## src/rtl/wb_arbiter.sv

```systemverilog
// Write-back arbiter: per-FU 2-entry FIFOs with bypass and flush squash.
// Round-robin grant when WB_RR_ARB_EN is defined, else fixed FU0>FU1>FU2.
module wb_arbiter (
  input  logic        clk,
  input  logic        rst,
  input  logic [2:0]  FU_valid,
  input  logic [95:0] FU_data,
  input  logic [8:0]  FU_rob_idx,
  output logic [2:0]  FU_ready,
  input  logic [7:0]  flush_mask,
  output logic        WB_valid,
  output logic [31:0] WB_data,
  output logic [2:0]  WB_rob_idx,
  output logic        busy
);

  logic [2:0][31:0] h_d, t_d, nh_d, nt_d;
  logic [2:0][2:0]  h_i, t_i, nh_i, nt_i;
  logic [2:0]       h_v, t_v, nh_v, nt_v;
  logic [2:0][31:0] in_d, c_d;
  logic [2:0][2:0]  in_i, c_i;
  logic [2:0]       acc, c_v, gnt;
  logic [31:0]      g_d;
  logic [2:0]       g_i;
  logic             out_v;

  always_comb begin
    for (int i = 0; i < 3; i++) begin
      in_d[i] = FU_data[32*i +: 32];
      in_i[i] = FU_rob_idx[3*i +: 3];
      acc[i]  = FU_valid[i] && !t_v[i];
      c_d[i]  = h_v[i] ? h_d[i] : in_d[i];
      c_i[i]  = h_v[i] ? h_i[i] : in_i[i];
      c_v[i]  = (h_v[i] || acc[i]) && !flush_mask[c_i[i]];
    end
  end

`ifdef WB_RR_ARB_EN
  logic [1:0] ptr;
  logic [2:0] j;

  always_comb begin
    gnt = '0;
    j   = '0;
    for (int k = 0; k < 3; k++) begin
      j = {1'b0, ptr} + 3'(k);
      if (j > 3'd2) j = j - 3'd3;
      if (gnt == '0 && c_v[j[1:0]]) gnt[j[1:0]] = 1'b1;
    end
  end

  always_ff @(posedge clk) begin
    if (rst) begin
      ptr <= '0;
    end else begin
      unique case (1'b1)
        gnt[0]:  ptr <= 2'd1;
        gnt[1]:  ptr <= 2'd2;
        gnt[2]:  ptr <= 2'd0;
        default: ptr <= ptr;
      endcase
    end
  end
`else
  always_comb begin
    gnt = '0;
    priority case (1'b1)
      c_v[0]:  gnt = 3'b001;
      c_v[1]:  gnt = 3'b010;
      c_v[2]:  gnt = 3'b100;
      default: gnt = '0;
    endcase
  end
`endif

  always_comb begin
    g_d = '0;
    g_i = '0;
    for (int i = 0; i < 3; i++) begin
      if (gnt[i]) begin
        g_d = c_d[i];
        g_i = c_i[i];
      end
    end
  end

  // Survivors of pop/flush plus the new entry compact toward the head.
  always_comb begin
    for (int i = 0; i < 3; i++) begin
      logic k0, k1, kin;
      k0  = h_v[i] && !gnt[i] && !flush_mask[h_i[i]];
      k1  = t_v[i] && !flush_mask[t_i[i]];
      kin = acc[i] && !(gnt[i] && !h_v[i]) && !flush_mask[in_i[i]];
      nh_d[i] = h_d[i];
      nh_i[i] = h_i[i];
      nt_d[i] = t_d[i];
      nt_i[i] = t_i[i];
      nh_v[i] = 1'b0;
      nt_v[i] = 1'b0;
      if (k0) begin
        nh_v[i] = 1'b1;
        if (k1) begin
          nt_v[i] = 1'b1;
        end else if (kin) begin
          nt_d[i] = in_d[i];
          nt_i[i] = in_i[i];
          nt_v[i] = 1'b1;
        end
      end else if (k1) begin
        nh_d[i] = t_d[i];
        nh_i[i] = t_i[i];
        nh_v[i] = 1'b1;
        if (kin) begin
          nt_d[i] = in_d[i];
          nt_i[i] = in_i[i];
          nt_v[i] = 1'b1;
        end
      end else if (kin) begin
        nh_d[i] = in_d[i];
        nh_i[i] = in_i[i];
        nh_v[i] = 1'b1;
      end
    end
  end

  always_ff @(posedge clk) begin
    if (rst) begin
      h_v        <= '0;
      t_v        <= '0;
      h_d        <= '0;
      t_d        <= '0;
      h_i        <= '0;
      t_i        <= '0;
      out_v      <= 1'b0;
      WB_data    <= '0;
      WB_rob_idx <= '0;
    end else begin
      h_v   <= nh_v;
      t_v   <= nt_v;
      h_d   <= nh_d;
      t_d   <= nt_d;
      h_i   <= nh_i;
      t_i   <= nt_i;
      out_v <= |gnt;
      if (|gnt) begin
        WB_data    <= g_d;
        WB_rob_idx <= g_i;
      end
    end
  end

  assign FU_ready = ~t_v;
  assign WB_valid = out_v && !flush_mask[WB_rob_idx];
  assign busy     = |h_v || |t_v || out_v;

endmodule

```

## config.mk

```make
export PLATFORM = sky130hd
export DESIGN_NAME = wb_arbiter
export DESIGN_NICKNAME = d
export VERILOG_FILES = /design/src/rtl/wb_arbiter.sv
export SDC_FILE = /design/constraint.sdc
export NUM_CORES = 1
export LEC_CHECK = 0
export ABC_AREA = 0
export CELL_PAD_IN_SITES_DETAIL_PLACEMENT = 0
export CELL_PAD_IN_SITES_GLOBAL_PLACEMENT = 1
export CORE_MARGIN = 8
export CORE_UTILIZATION = 45
export CTS_CLUSTER_DIAMETER = 40
export DETAILED_ROUTE_END_ITERATION = 12
export DONT_BUFFER_PORTS = 1
export PLACE_DENSITY_LB_ADDON = 0.1
export SLEW_MARGIN = 10
export SYNTH_ARGS = -nofsm -noshare
export SYNTH_HDL_FRONTEND = slang
export SYNTH_SLANG_ARGS = --single-unit
```

## constraint.sdc

```tcl
create_clock -name clk -period 2.51 [get_ports clk]
set_input_delay 0.502 -clock clk [delete_from_list [all_inputs] [get_ports clk]]
set_output_delay 0.502 -clock clk [all_outputs]
set_load 0.005 [all_outputs]
```

==> results of run 1 <==
[cells by family after synthesis]
group,count (synthesis),synth area share
buffers and inverters,123,0.0472
DFF,252,0.409
AOI/OAI and AO/OA,268,0.177
other,1,0.000304
and+or+nand+nor,374,0.128
muxes,266,0.239
[per-layer routing]
metal | vias up | global-route usage | wire length (um)
li1 | 4689 | - | -
met1 | 4497 | 0.288 | 16900
met2 | 311 | 0.296 | 16400
met3 | 55 | 0.0780 | 4030
met4 | 2 | 0.0492 | 660
met5 | - | 0.0169 | 69
[power groups by stage]
stage	clock, W	sequential [W]	combinational, W
floorplan	0	0.00457	0.00146
global placement	0	0.00467	0.00193
detailed placement	0	0.00467	0.00194
CTS	0.00612	0.00460	0.00201
global route	0.00632	0.00466	0.00245
finish	0.00601	0.00462	0.00229
[final timing paths]
check,startpoint,endpoint,slack (ps),cells past startpoint
max,h_v[2]$_SDFF_PP0_,h_d[77]$_SDFFE_PP0P_,-50,9
min,FU_data[85],t_d[85]$_SDFFE_PP0P_,130,2
max reg2reg,h_v[2]$_SDFF_PP0_,h_d[77]$_SDFFE_PP0P_,-50,9
min reg2reg,t_d[16]$_SDFFE_PP0P_,t_d[16]$_SDFFE_PP0P_,460,1
[registers in the layout, indices dropped and copies added (netlist names)]
name / flops
out_v: 1
t_v: 3
h_d: 96
t_i: 9
WB_rob_idx: 3
t_d: 96
h_i: 9
h_v: 3
WB_data: 32
[per-stage QoR]
stage | hold slack (ps) | total power, W
6_report | 126 | 0.0129
5_1_grt | 82.8 | 0.0134
4_1_cts | 56.7 | 0.0127
3_5_place_dp | 457 | 0.00662
3_3_place_gp | 452 | 0.00660
2_1_floorplan | 438 | 0.00602
[final cells by class]
cell class                      count  area [um^2]  area share
Clock buffer                       50         1160      0.0759
Clock inverter                     28          330      0.0215
Inverter                           13         48.8     0.00318
Sequential cell                   252         5060       0.330
Multi-Input combinational cell    909         7050       0.459
Tap cell                          341          427      0.0278
Timing Repair Buffer              109         1270      0.0828
[what timing repair did]
action                     4_1_cts  5_1_grt
resized for setup                7       74
pin swaps                        1       40
setup endpoints to repair       99      150
cloned                           2       13
buffers inserted                 3       18
[cell usage in the layout (no fill, tap or decap), types with 4 or more instances in the layout]
cell type,count
sky130_fd_sc_hd__dfxtp_1,247
sky130_fd_sc_hd__mux2i_1,179
sky130_fd_sc_hd__nor2_1,163
sky130_fd_sc_hd__nand2_1,117
sky130_fd_sc_hd__buf_4,68
sky130_fd_sc_hd__mux2_2,66
sky130_fd_sc_hd__clkbuf_16,54
sky130_fd_sc_hd__a21oi_1,52
sky130_fd_sc_hd__nor2b_1,44
sky130_fd_sc_hd__a21o_1,35
sky130_fd_sc_hd__a211oi_2,34
sky130_fd_sc_hd__a22oi_1,32
sky130_fd_sc_hd__o22ai_1,30
sky130_fd_sc_hd__o221a_2,20
sky130_fd_sc_hd__mux4_2,16
sky130_fd_sc_hd__buf_12,15
sky130_fd_sc_hd__o221a_1,14
sky130_fd_sc_hd__nor2_2,14
sky130_fd_sc_hd__inv_1,12
sky130_fd_sc_hd__buf_6,12
sky130_fd_sc_hd__o21ai_0,10
sky130_fd_sc_hd__clkinv_2,10
sky130_fd_sc_hd__nor2_4,7
sky130_fd_sc_hd__clkinv_4,7
sky130_fd_sc_hd__nand2b_1,6
sky130_fd_sc_hd__bufinv_16,6
sky130_fd_sc_hd__mux2i_4,4
sky130_fd_sc_hd__clkinvlp_4,4
==> metrics.txt, run 1 <==
vias per std cell=5.61; count of flip-flops with a built-in enable after synthesis=0; CTS tree=built; worst-skew pair later-pin latency=530 ps; Port Buffers=0; pin count of the biggest net entering global routing=257; starting DRC count in detailed routing=616; Crit path arrival time=2990 ps; peak supply drop=516 uV; Cells after DPL=1,589; Max Root-Sink Buffers=3; delay of the slowest critical-path stage=600 ps; number of H-tree branching levels=2; effective utilization at floorplan=0.458; proportion of power drawn by flip-flops and latches=0.357; aggregate global routing overflow=0; detail-routed net length per standard cell=22.4 um; power density of the placed cells=842 mW/mm^2; share of total power in the clock network=0.465; critical path cell sequence=mux2i_4, mux4_2, o211ai_4, inv_2, a221oi_4, buf_6, buf_8, nor2_2, a211oi_2; library cell with the highest instance count after synthesis=sky130_fd_sc_hd__dfxtp_1; synthesized flop and latch total=252; Post-CTS Hold Buffers=0; clock sink count=252; Syn Nets=1,402; Final #Nets=1,447; Net Sw Frac=0.269; Worst slew margin=0.384; dominant register cell in the synthesized netlist=sky130_fd_sc_hd__dfxtp_1; proportion of layout cells with a drive suffix above 1=0.279; detailed placer's ending HPWL=22.7 mm; net switching component of the power=0.00348 W; max-capacitance violation count=0; number of library cell types mapped by synthesis=58; post-route setup TNS=-836 ps; status=finished, violations left; summed instance area of the synthesized netlist=0.0123 mm^2; die footprint=0.0330 mm^2; height of the die=182 um; share of synthesized registers carrying an async set or reset=0; class of the tightest hold or removal check=in -> reg; leading cell types by count after synthesis=252 x sky130_fd_sc_hd__dfxtp_1, 184 x sky130_fd_sc_hd__nor2_1, 183 x sky130_fd_sc_hd__mux2i_1; total via count in the routed design=9,554; placeable core region=0.0270 mm^2; number of antenna diodes=0; count of warnings emitted by yosys=0; layout-stage area growth over the synthesis result=24.4%; overall global routing resource usage=0.207; number of global-route vias before repair=9,067; hold violation count in the final report=0; row count=60; endpoints failing setup=36; share of the core filled with cells=0.570; Setup CP Type=reg -> reg; final cell count without fillers=1,702; DRC viols=0; clock-pin transition on the worst setup and hold timing paths=50 ps; number of antenna violations at the first check in global routing=0; max frequency=390 MHz; library cell occupying the most area in the post-synthesis netlist=sky130_fd_sc_hd__dfxtp_1; design internal power=0.00944 W; Worst setup SP type=flop; synthesized instance count=1,284; CTS buffer count=44; first-pass detailed-route iteration total=5; maximum fanout encountered on the critical timing path=6; unrepaired setup endpoints after global routing=true; critical-path cell with the highest stage delay=sky130_fd_sc_hd__mux4_2; Worst Slack Setup Final=-51.6 ps; largest cells by area after synthesis=sky130_fd_sc_hd__dfxtp_1 41%, sky130_fd_sc_hd__mux2i_1 15%, sky130_fd_sc_hd__mux2_2 6.0%; I/O pin cnt=158; fin crit period=2560 ps; transition at the pin with the smallest max-transition slack=924 ps; Final Cycle Share=1.02; Pins Over Slew Limit=0; Leakage Power=6.73 nW; cell class contributing the biggest share of worst-path delay=multiplexers; routability congestion estimate=0.799; clock root buffer=sky130_fd_sc_hd__clkbuf_16; wire length of the first global-routing pass=54.8 mm; fraction of synthesized cell area taken by the top area cell type=0.409; Post-Synthesis Mean Instance Area=9.61 um^2; critical path capture point type=flop; Die X-Extent=182 um; buffers and inverters on the worst path=3; fill cell instance count of the final layout=2,352; placed cell area=0.0130 mm^2; share of the yosys chip area belonging to registers=0.409; antenna violation net count after detailed routing=0; Gate power share=0.177; total wirelength of the detailed-routed design=38.1 mm; violated checks=negative setup slack; data required time of the critical path=2940 ps; cell area after layout=0.0154 mm^2; Worst Clk Skew=29.4 ps; Place WS=-135 ps
No activity file was read; power rests on OpenSTA's default activity.
==> inputs of run 2 (changes only) <==
- PLACE_DENSITY: not set -> 0.85
- PLACE_DENSITY_LB_ADDON: 0.1 -> not set
==> run 2 against run 1 <==
Critical endpoint is now h_d[74]$_SDFFE_PP0P_. Die area stayed put. Cell count decreased by 1.8%. First-iteration DRC count grew 19%. The flow still finishes with violations (negative setup slack). Power shrank 4.6%. Via count rose by 0.42%. Utilization shrank 1.7 points. Largest power group unchanged.
==> metrics.txt, run 2 (synthesized netlist as in run 1, its figures left out) <==
total via count in the routed design=9,594 (+0.42%); I/O pin cnt=158 (unchanged); proportion of layout cells with a drive suffix above 1=0.250 (-0.0288); Final #Nets=1,415 (-2.2%); effective utilization at floorplan=0.458 (unchanged); Worst setup SP type=flop; transition at the pin with the smallest max-transition slack=675 ps (-250 ps); Final Cycle Share=1.03 (+0.0144); maximum fanout encountered on the critical timing path=6 (unchanged); CTS buffer count=41 (-6.8%); unrepaired setup endpoints after global routing=true; peak supply drop=609 uV (+18%); Final Total Pwr=0.0123 W (-4.6%); leading cell type in the layout, fill and taps excluded=sky130_fd_sc_hd__dfxtp_1; net switching component of the power=0.00346 W (-0.65%); hold violation count in the final report=0 (unchanged); share of total power in the clock network=0.456 (-0.009); worst-skew pair later-pin latency=530 ps (about the same); number of global-route vias before repair=9,278 (+2.3%); Setup CP Type=reg -> reg; clock-pin transition on the worst setup and hold timing paths=60 ps (about the same); Gate power share=0.172 (-0.005); largest registers ranked by flip-flop count=h_d: 96 flops, t_d: 96 flops, WB_data: 32 flops; max-capacitance violation count=0 (unchanged); data required time of the critical path=2940 ps (about the same); final cell count without fillers=1,671 (-1.8%); first-pass detailed-route iteration total=5 (unchanged); clock root buffer=sky130_fd_sc_hd__clkbuf_16; top metal layer carrying routed signals=met4; clock sink count=252 (unchanged); Crit path arrival time=3030 ps (+40 ps); delay of the slowest critical-path stage=570 ps (-30 ps); aggregate global routing overflow=0 (unchanged); fill cell instance count of the final layout=2,345 (-0.30%); Leakage Power=6.48 nW (-3.7%); wire length of the first global-routing pass=53.3 mm (-2.9%); starting DRC count in detailed routing=736 (+19%); length of routed met2 wiring=16.0 mm (-2.5%); Worst Clk Skew=20.0 ps (-9.41 ps); cell area after layout=0.0149 mm^2 (-3.1%); power density of the placed cells=829 mW/mm^2 (-1.5%); Worst slew margin=0.550 (+0.167); critical-path cell with the highest stage delay=sky130_fd_sc_hd__mux4_2; Die X-Extent=182 um (unchanged); Cells after DPL=1,575 (-0.88%); antenna violation net count after detailed routing=0 (unchanged); Max Root-Sink Buffers=3 (unchanged); class of the tightest hold or removal check=in -> reg; total wirelength of the detailed-routed design=35.6 mm (-6.6%); critical path cell sequence=mux2i_4, mux4_2, nand2_2, o2111ai_4, a211oi_4, a221oi_4, buf_12, buf_4, clkbuf_16, a211oi_2; commonest cells after routing, fill and taps aside=247 x sky130_fd_sc_hd__dfxtp_1, 182 x sky130_fd_sc_hd__nor2_1, 179 x sky130_fd_sc_hd__mux2i_1, 117 x sky130_fd_sc_hd__nand2_1, 66 x sky130_fd_sc_hd__mux2_2; CTS tree=built; placed cell area=0.0129 mm^2 (-0.96%); violated checks=negative setup slack; endpoints failing setup=40 (+11%); height of the die=182 um (unchanged); proportion of power drawn by flip-flops and latches=0.373 (+0.016); Port Buffers=0 (unchanged); Post-Route Hold Slack=68.8 ps (-56.9 ps); max frequency=385 MHz (-1.4%); number of antenna violations at the first check in global routing=0 (unchanged); die footprint=0.0330 mm^2 (unchanged); routability congestion estimate=0.827 (+3.6%); pin count of the biggest net entering global routing=257 (unchanged); Post-CTS Hold Buffers=0 (unchanged); vias per std cell=5.74 (+2.3%); detailed placer's ending HPWL=22.9 mm (+1.2%); design internal power=0.00887 W (-6.0%); routed wl met3=2.94 mm (-27%); detail-routed net length per standard cell=21.3 um (-4.9%); row count=60 (unchanged); fin crit period=2600 ps (+36.2 ps); DRC viols=0 (unchanged); detailed-route wire length on metal 1=15.4 mm (-9.0%); Pins Over Slew Limit=0 (unchanged); Net Sw Frac=0.280 (+0.0110); number of antenna diodes=0 (unchanged); overall global routing resource usage=0.199 (-0.00869); status=finished, violations left; number of H-tree branching levels=2 (unchanged); Worst Slack Setup Final=-87.8 ps (-36.2 ps); placeable core region=0.0270 mm^2 (unchanged); critical path capture point type=flop; layout-stage area growth over the synthesis result=20.6%
## run 2: changes by cell type in the layout (fill, tap and decap cells not counted), moves of 4 or more
cell and change:
sky130_fd_sc_hd__inv_6 +6, sky130_fd_sc_hd__clkinv_8 +4, sky130_fd_sc_hd__nor2_4 -7, sky130_fd_sc_hd__clkbuf_16 -7, sky130_fd_sc_hd__clkinv_2 -7, sky130_fd_sc_hd__o22ai_1 -4
sky130_fd_sc_hd__o22ai_2 +4, sky130_fd_sc_hd__nor2_2 -12, sky130_fd_sc_hd__buf_4 -19, sky130_fd_sc_hd__nor2_1 +19, sky130_fd_sc_hd__buf_6 -6
## run 2: repair_timing
item                       in CTS  in global routing
setup endpoints to repair      55                174
setup buffers                   4                  9
gates cloned                    0                  9
pin swaps                       2                 13
resized for setup               7                 48
## run 2: critical path, delay by kind of cell (launching register included)
family	cells	cell delay, ps
muxes	2	830
buffers and inverters	3	490
and+or+nand+nor	1	120
DFF	1	390
AOI/OAI and AO/OA	4	660
## run 2: power by group through the flow
stage	sequential, W	clock (W)	combinational (W)
final	0.00459	0.00562	0.00211
after global routing	0.00463	0.00593	0.00227
after CTS	0.00459	0.00575	0.00195
after detailed placement	0.00467	0	0.00192
after global placement	0.00465	0	0.00188
after floorplan	0.00457	0	0.00146
## run 2: worst paths after layout
| path | start | endpoint | slack [ps] | cells past startpoint |
|---|---|---|---|---|
| worst min-delay path | rst | h_i[6]$_SDFFE_PP0P_ | 70 | 1 |
| worst max register to register | h_v[2]$_SDFF_PP0_ | h_d[74]$_SDFFE_PP0P_ | -90 | 10 |
| worst max-delay path | h_v[2]$_SDFF_PP0_ | h_d[74]$_SDFFE_PP0P_ | -90 | 10 |
| worst min register to register | t_d[23]$_SDFFE_PP0P_ | t_d[23]$_SDFFE_PP0P_ | 470 | 1 |
## run 2: cell type report
type,count,area [um^2],area share
clock buffer,49,1090,0.0730
clock inverter,27,315,0.0212
inverter,13,48.8,0.00328
multi-input combinational,909,6970,0.468
sequential,252,5060,0.340
tap,341,427,0.0287
timing repair buffer,80,976,0.0656
## run 2: per-stage QoR
step	setup TNS [ps]	setup WS, ps	util
floorplan	0	17.5	-
detailed placement	-3940	-139	0.479
global route	-8700	-186	0.552
CTS	-368	-36.3	0.533
global placement	-566	-64.1	0.479
finish	-2190	-87.8	0.552
## run 2: metal layers
layer  track usage  vias up
li1              -     4621
met1         0.259     4623
met3        0.0657       70
met2         0.303      280
met5             0        -
met4        0.0715        0
==> inputs of run 3 (changes only) <==
- CTS_CLUSTER_SIZE: not set -> 14
==> run 3 against run 2 <==
The run still ends with negative setup slack left. Non-clock buffer count shrank 1. Count of clock-buffer cells in the layout unchanged. Via count rose by 0.11%. Power is 0.38% lower. Critical endpoint is now t_d[72]$_SDFFE_PP0P_. Largest cell class unchanged. Highest routed layer unchanged.
==> metrics.txt, run 3 (synthesized netlist as in run 1, its figures left out) <==
status=finished, violations left; violated checks=negative setup slack; overall global routing resource usage=0.199 (unchanged); largest registers ranked by flip-flop count=h_d: 96 flops, t_d: 96 flops, WB_data: 32 flops; power density of the placed cells=828 mW/mm^2 (about the same); flop2flop setup slack=-110 ps (-20 ps); final cell count without fillers=1,668 (-0.18%); total wirelength of the detailed-routed design=35.7 mm (+0.41%); pin count of the biggest net entering global routing=257 (unchanged); peak supply drop=632 uV (+3.6%); routed wl met3=3.15 mm (+7.0%); data required time of the critical path=2890 ps (-50 ps); clock-pin transition on the worst setup and hold timing paths=60 ps (about the same); area of combinational cells with multiple inputs=0.00695 mm^2 (-0.32%); Max Root-Sink Buffers=3 (unchanged); Pins Over Slew Limit=0 (unchanged); Post-Route Hold Slack=79.4 ps (+10.6 ps); placeable core region=0.0270 mm^2 (unchanged); critical path cell sequence=mux2i_4, mux4_2, buf_6, nand2_2, o211ai_4, nor3_4, buf_12, buf_12, clkbuf_16, mux2i_1, nor2_1; transition at the pin with the smallest max-transition slack=677 ps (+2.10 ps); Setup CP Type=reg -> reg; Leakage Power=6.46 nW (-0.24%); top metal layer carrying routed signals=met4; hold violation count in the final report=0 (unchanged); CP dominant cell by count=sky130_fd_sc_hd__buf_12; Worst Clk Skew=19.0 ps (-1.02 ps); DRC viols=0 (unchanged); Crit path arrival time=3000 ps (-30 ps); Final #Nets=1,413 (-0.14%); Die X-Extent=182 um (unchanged); launch instance of the worst register-to-register path=h_v[2]$_SDFF_PP0_; destination of the critical timing path=t_d[72]$_SDFFE_PP0P_; proportion of layout cells with a drive suffix above 1=0.246 (-0.00396); CTS buffer count=40 (-2.4%); Post-CTS Hold Buffers=0 (unchanged); maximum fanout encountered on the critical timing path=6 (unchanged); wire length of the first global-routing pass=53.3 mm (about the same); Worst slew margin=0.549 (-0.00140); launching element of the worst setup path=h_v[2]$_SDFF_PP0_; cell area after layout=0.0148 mm^2 (-0.32%); vias per std cell=5.76 (+0.29%); Cells after DPL=1,575 (unchanged); detail-routed net length per standard cell=21.4 um (+0.59%); clock sink count=252 (unchanged); class of the tightest hold or removal check=in -> reg; die footprint=0.0330 mm^2 (unchanged); delay of the slowest critical-path stage=570 ps (about the same); first-pass detailed-route iteration total=5 (unchanged); row count=60 (unchanged); commonest cells after routing, fill and taps aside=247 x sky130_fd_sc_hd__dfxtp_1, 184 x sky130_fd_sc_hd__nor2_1, 179 x sky130_fd_sc_hd__mux2i_1, 117 x sky130_fd_sc_hd__nand2_1, 66 x sky130_fd_sc_hd__mux2_2; layout-stage area growth over the synthesis result=20.2%; fill cell instance count of the final layout=2,333 (-0.51%); number of antenna diodes=0 (unchanged); worst-skew pair later-pin latency=520 ps (about the same); detailed placer's ending HPWL=22.9 mm (unchanged); leading cell type in the layout, fill and taps excluded=sky130_fd_sc_hd__dfxtp_1; aggregate global routing overflow=0 (unchanged); reg2reg path depth=11 (+1); height of the die=182 um (unchanged); max frequency=382 MHz (-0.73%); I/O pin cnt=158 (unchanged); effective utilization at floorplan=0.458 (unchanged); Reg2Reg Capture Point=t_d[72]$_SDFFE_PP0P_; placed cell area=0.0129 mm^2 (unchanged); CTS tree=built; routability congestion estimate=0.827 (unchanged); antenna violation net count after detailed routing=0 (unchanged); max-capacitance violation count=0 (unchanged); Final Total Pwr=0.0123 W (-0.38%); fin crit period=2620 ps (+19.2 ps); number of global-route vias before repair=9,317 (+0.42%); detailed-route wire length on metal 1=15.3 mm (-0.78%); sequential cell area in the final layout=0.00506 mm^2 (about the same); unrepaired setup endpoints after global routing=true; share of the core filled with cells=0.550 (-0.00176); length of routed met2 wiring=16.2 mm (+1.1%); Worst setup SP type=flop; Worst Slack Setup Final=-107 ps (-19.2 ps); clock root buffer=sky130_fd_sc_hd__clkbuf_16; critical-path cell with the highest stage delay=sky130_fd_sc_hd__mux4_2; number of H-tree branching levels=2 (unchanged); number of antenna violations at the first check in global routing=0 (unchanged); endpoints failing setup=51 (+28%); total via count in the routed design=9,605 (+0.11%); Port Buffers=0 (unchanged); Final Cycle Share=1.04 (+0.00764); critical path capture point type=flop; starting DRC count in detailed routing=775 (+5.3%)
==> run 3: changes by cell type in the layout (fill, tap and decap cells not counted), sizes merged <==
cell,before,now
buf,74,73
clkinv,11,10
clkinvlp,5,4
==> run 3: through the flow <==
| stage | setup WS [ps] | setup TNS, ps |
|---|---|---|
| global placement | -64.1 | -566 |
| global route | -209 | -9450 |
| CTS | -37.5 | -457 |
| floorplan | 17.5 | 0 |
| detailed placement | -139 | -3940 |
| finish | -107 | -2660 |
==> run 3: worst min path at each step <==
stage / startpoint / end / slack, ps / depth (start not counted)
3_5_place_dp: t_d[8]$_SDFFE_PP0P_ / t_d[8]$_SDFFE_PP0P_ / 450 / 1
3_3_place_gp: t_d[19]$_SDFFE_PP0P_ / t_d[19]$_SDFFE_PP0P_ / 450 / 1
2_1_floorplan: t_d[0]$_SDFFE_PP0P_ / t_d[0]$_SDFFE_PP0P_ / 440 / 1
6_report: rst / h_i[6]$_SDFFE_PP0P_ / 80 / 1
5_1_grt: rst / h_i[6]$_SDFFE_PP0P_ / 30 / 1
4_1_cts: rst / h_v[2]$_SDFF_PP0_ / 50 / 1
==> run 3: routing by layer <==
metal,up-vias,GRT usage
li1,4608,-
met1,4622,0.258
met2,305,0.303
met3,70,0.0673
met4,0,0.0695
met5,-,0
==> run 3: cell type report <==
class | count | share of cell area
Inverter | 13 | 0.00329
Sequential cell | 252 | 0.341
Multi-Input combinational cell | 909 | 0.468
Tap cell | 341 | 0.0288
Clock buffer | 49 | 0.0739
Clock inverter | 25 | 0.0191
Timing Repair Buffer | 79 | 0.0658
==> run 3: worst max-delay path: cells and delay by family, from the launching register on <==
kind	cells	cell delay [ps]
muxes	3	1020
buffers and inverters	4	570
DFF	1	390
and+or+nand+nor	3	380
AOI/OAI and AO/OA	1	100
==> run 3: where the power goes <==
group / internal [W] / switching [W] / total [W]
clock: 0.00349 / 0.00210 / 0.00559
sequential: 0.00434 / 0.000254 / 0.00459
combinational: 0.00104 / 0.00106 / 0.00210
total: 0.00887 / 0.00341 / 0.0123
==> run 3: timing repair <==
item	in CTS	in global routing
buffers inserted	4	8
gates resized for setup	8	39
pin swaps	2	9
gates cloned	0	9
endpoints found under the setup margin	62	174
==> variant, RTL diff (settings of run 3) <==
The option `WB_RR_ARB_EN` is turned on by a define.
--- a/src/rtl/wb_arbiter.sv
+++ b/src/rtl/wb_arbiter.sv
@@ -1,4 +1,6 @@
 // Write-back arbiter: per-FU 2-entry FIFOs with bypass and flush squash.
 // Round-robin grant when WB_RR_ARB_EN is defined, else fixed FU0>FU1>FU2.
+`define WB_RR_ARB_EN
+
 module wb_arbiter (
   input  logic        clk,
Function: changed (a bounded check fails within 4 cycles, from zero or initial values and one cycle with rst high).
==> variant against run 3 <==
  * Critical endpoint is now t_d[71]
  * Area after synthesis increased by 2.0%
  * The run still ends with setup timing left
  * Routed wire length up 26%
  * Cell count is 12% higher
  * Cell area grew 18%
  * Clock skew is 0.0095 ns higher
  * Largest cell class unchanged
  * Global-route usage is 4.7 points higher
  * Count of clock-buffer cells in the layout stayed put
  * Setup slack worse by 0.84 ns
  * Sequential cell count rose by 2
Power is not compared: it rests on default switching activity, and its combinational part moved more than twofold at a synthesized area within 25%.
==> variant: results (changes against run 3) <==
[global_route]
antenna_found_initial = 0  ; unchanged
met1_usage = 0.302  ; was 0.258
grtUsageMet3 = 0.0746  ; was 0.0673
grt_pass1_wl_mm = 65.1  ; was 53.3 mm
gr-usage-all-layers = 0.245  ; was 0.199
grt_util_met2 = 0.395  ; was 0.303
grt_max_degree = 224  ; was 257

[final_layout]
drive_gt1_frac = 0.386  ; was 0.246
seq_share = 0.290  ; was 0.341
layout.nets = 1576  ; was 1413
clkbuf_count = 49  ; unchanged
buffers_excl_clock = 166  ; was 79
multi_input_area_share = 0.475  ; was 0.468
num-multi-input-gates = 974  ; was 909
inverters = 17  ; was 13
layout.nonclk_buf_frac = 0.122  ; was 0.0658
nFillCells = 2139  ; was 2333
clock_area_frac = 0.0823  ; was 0.0930

[drt]
drt_first_iter_violations = 855  ; was 775
wl_met1_mm = 17.7  ; was 15.3 mm
vias = 11200  ; was 9605
wl_mm = 45.0  ; was 35.7 mm
met3_length_mm = 4.22  ; was 3.15 mm
dr_wl_met2_mm = 21.2  ; was 16.2 mm

[setup_path]
path_class = reg2reg  ; unchanged
r2r_end = t_d[71]  ; was t_d[72]
worst-path-max-fanout = 9  ; was 6
crit_start = h_v[1]  ; was h_v[2]
reg2reg_depth = 14  ; was 11

[status]
status = complete, but fails checks  ; unchanged
violations = setup timing  ; unchanged

[placement]
preCtsSetupSlack_ns = -0.937  ; was -0.139 ns
io_buffer_count = 0  ; unchanged
place_hpwl_mm = 25.2  ; was 22.9 mm
placed_cell_area_sq_um = 13800  ; was 12900 sq um
place.gp.congestion = 0.880  ; was 0.827

[timing]
slew_headroom = 0.427  ; was 0.549
skew_ns = 0.0285  ; was 0.0190 ns
setup_violations = 254  ; was 51
fin_ws_ns = -0.948  ; was -0.107 ns

[yosys]
yosysUniqueCellTypes = 60  ; was 58
synthTopCellsByArea = dfxtp_1 40%, mux2i_1 14%, nand2_1 6.7%, nor2_1 5.5%, mux4_2 4.5%  ; was dfxtp_1 41%, mux2i_1 15%, mux2_2 6.0%, nor2_1 5.6%, nand2_1 3.7%
ys_top_cells_by_count = 254 x dfxtp_1, 225 x nand2_1, 185 x nor2_1  ; was 252 x dfxtp_1, 184 x nor2_1, 183 x mux2i_1
synth-seq-cells = 254  ; was 252
synth_fp_nets = 1481  ; was 1402
synth-seq-area-share = 0.404  ; was 0.409

[power_and_ir_drop]
peakVddDrop_uv = 545
leakagePower_nw = 7.03

[cts]
cts-buffers-inserted = 41  ; was 40
worstSkewPairLatency_ns = 0.53

[floorplan]
n_tap_cell = 378  ; was 341

-- variant: timing repair --
action / 4_1_cts / 5_1_grt
gates resized for setup: 155 / 181
pin swaps: 35 / 64
endpoints found under the setup margin: 254 / 254
buffers inserted: 33 / 11
cloned: 27 / 11
-- variant: how the worst min path moves through the flow --
stage	start	to	slack [ns]	cells past startpoint
2_1_floorplan	t_d[64]	t_d[64]	0.44	2
3_3_place_gp	t_d[69]	t_d[69]	0.44	2
3_5_place_dp	t_d[67]	t_d[67]	0.45	2
4_1_cts	rst	h_i[5]	0.06	1
5_1_grt	rst	h_d[22]	0.05	1
6_report	rst	h_d[22]	0.07	1
-- variant: logic make-up after synthesis --
| group | share of synthesized area |
|---|---|
| AO/OA/AOI/OAI | 0.179 |
| buffers and inverters | 0.0475 |
| multiplexers | 0.220 |
| adder cells (fa/ha/maj) | 0.00398 |
| flip-flops | 0.404 |
| AND/OR/NAND/NOR | 0.145 |
-- variant: metrics by stage --
stage	power, mW	std cells	util	hold WS [ns]	TNS [ns]
global placement	10.3	1722	0.497	0.440	-179.77
CTS	18.0	1854	0.604	0.0573	-195.66
global route	19.3	1862	0.633	0.0530	-230.35
detailed placement	10.4	1722	0.497	0.446	-194.24
floorplan	8.97	1359	-	0.437	-124.58
finish	18.5	1862	0.633	0.0710	-212.03
-- variant: worst max-delay path: stages, from the launching register on --
cell,delay (ns)
dfxtp_4,0.39
mux2i_4,0.26
mux4_2,0.51
mux2_4,0.34
a311oi_4,0.25
buf_4,0.17
a221oi_4,0.06
buf_4,0.15
o211a_4,0.16
o21a_4,0.23
buf_6,0.13
a21bo_4,0.29
clkbuf_16,0.21
nand2_1,0.07
a21oi_1,0.13
-- variant: where the power goes --
part,internal [mW],switching (mW)
sequential,4.73,0.563
combinational,3.70,3.58
clock,3.78,2.17
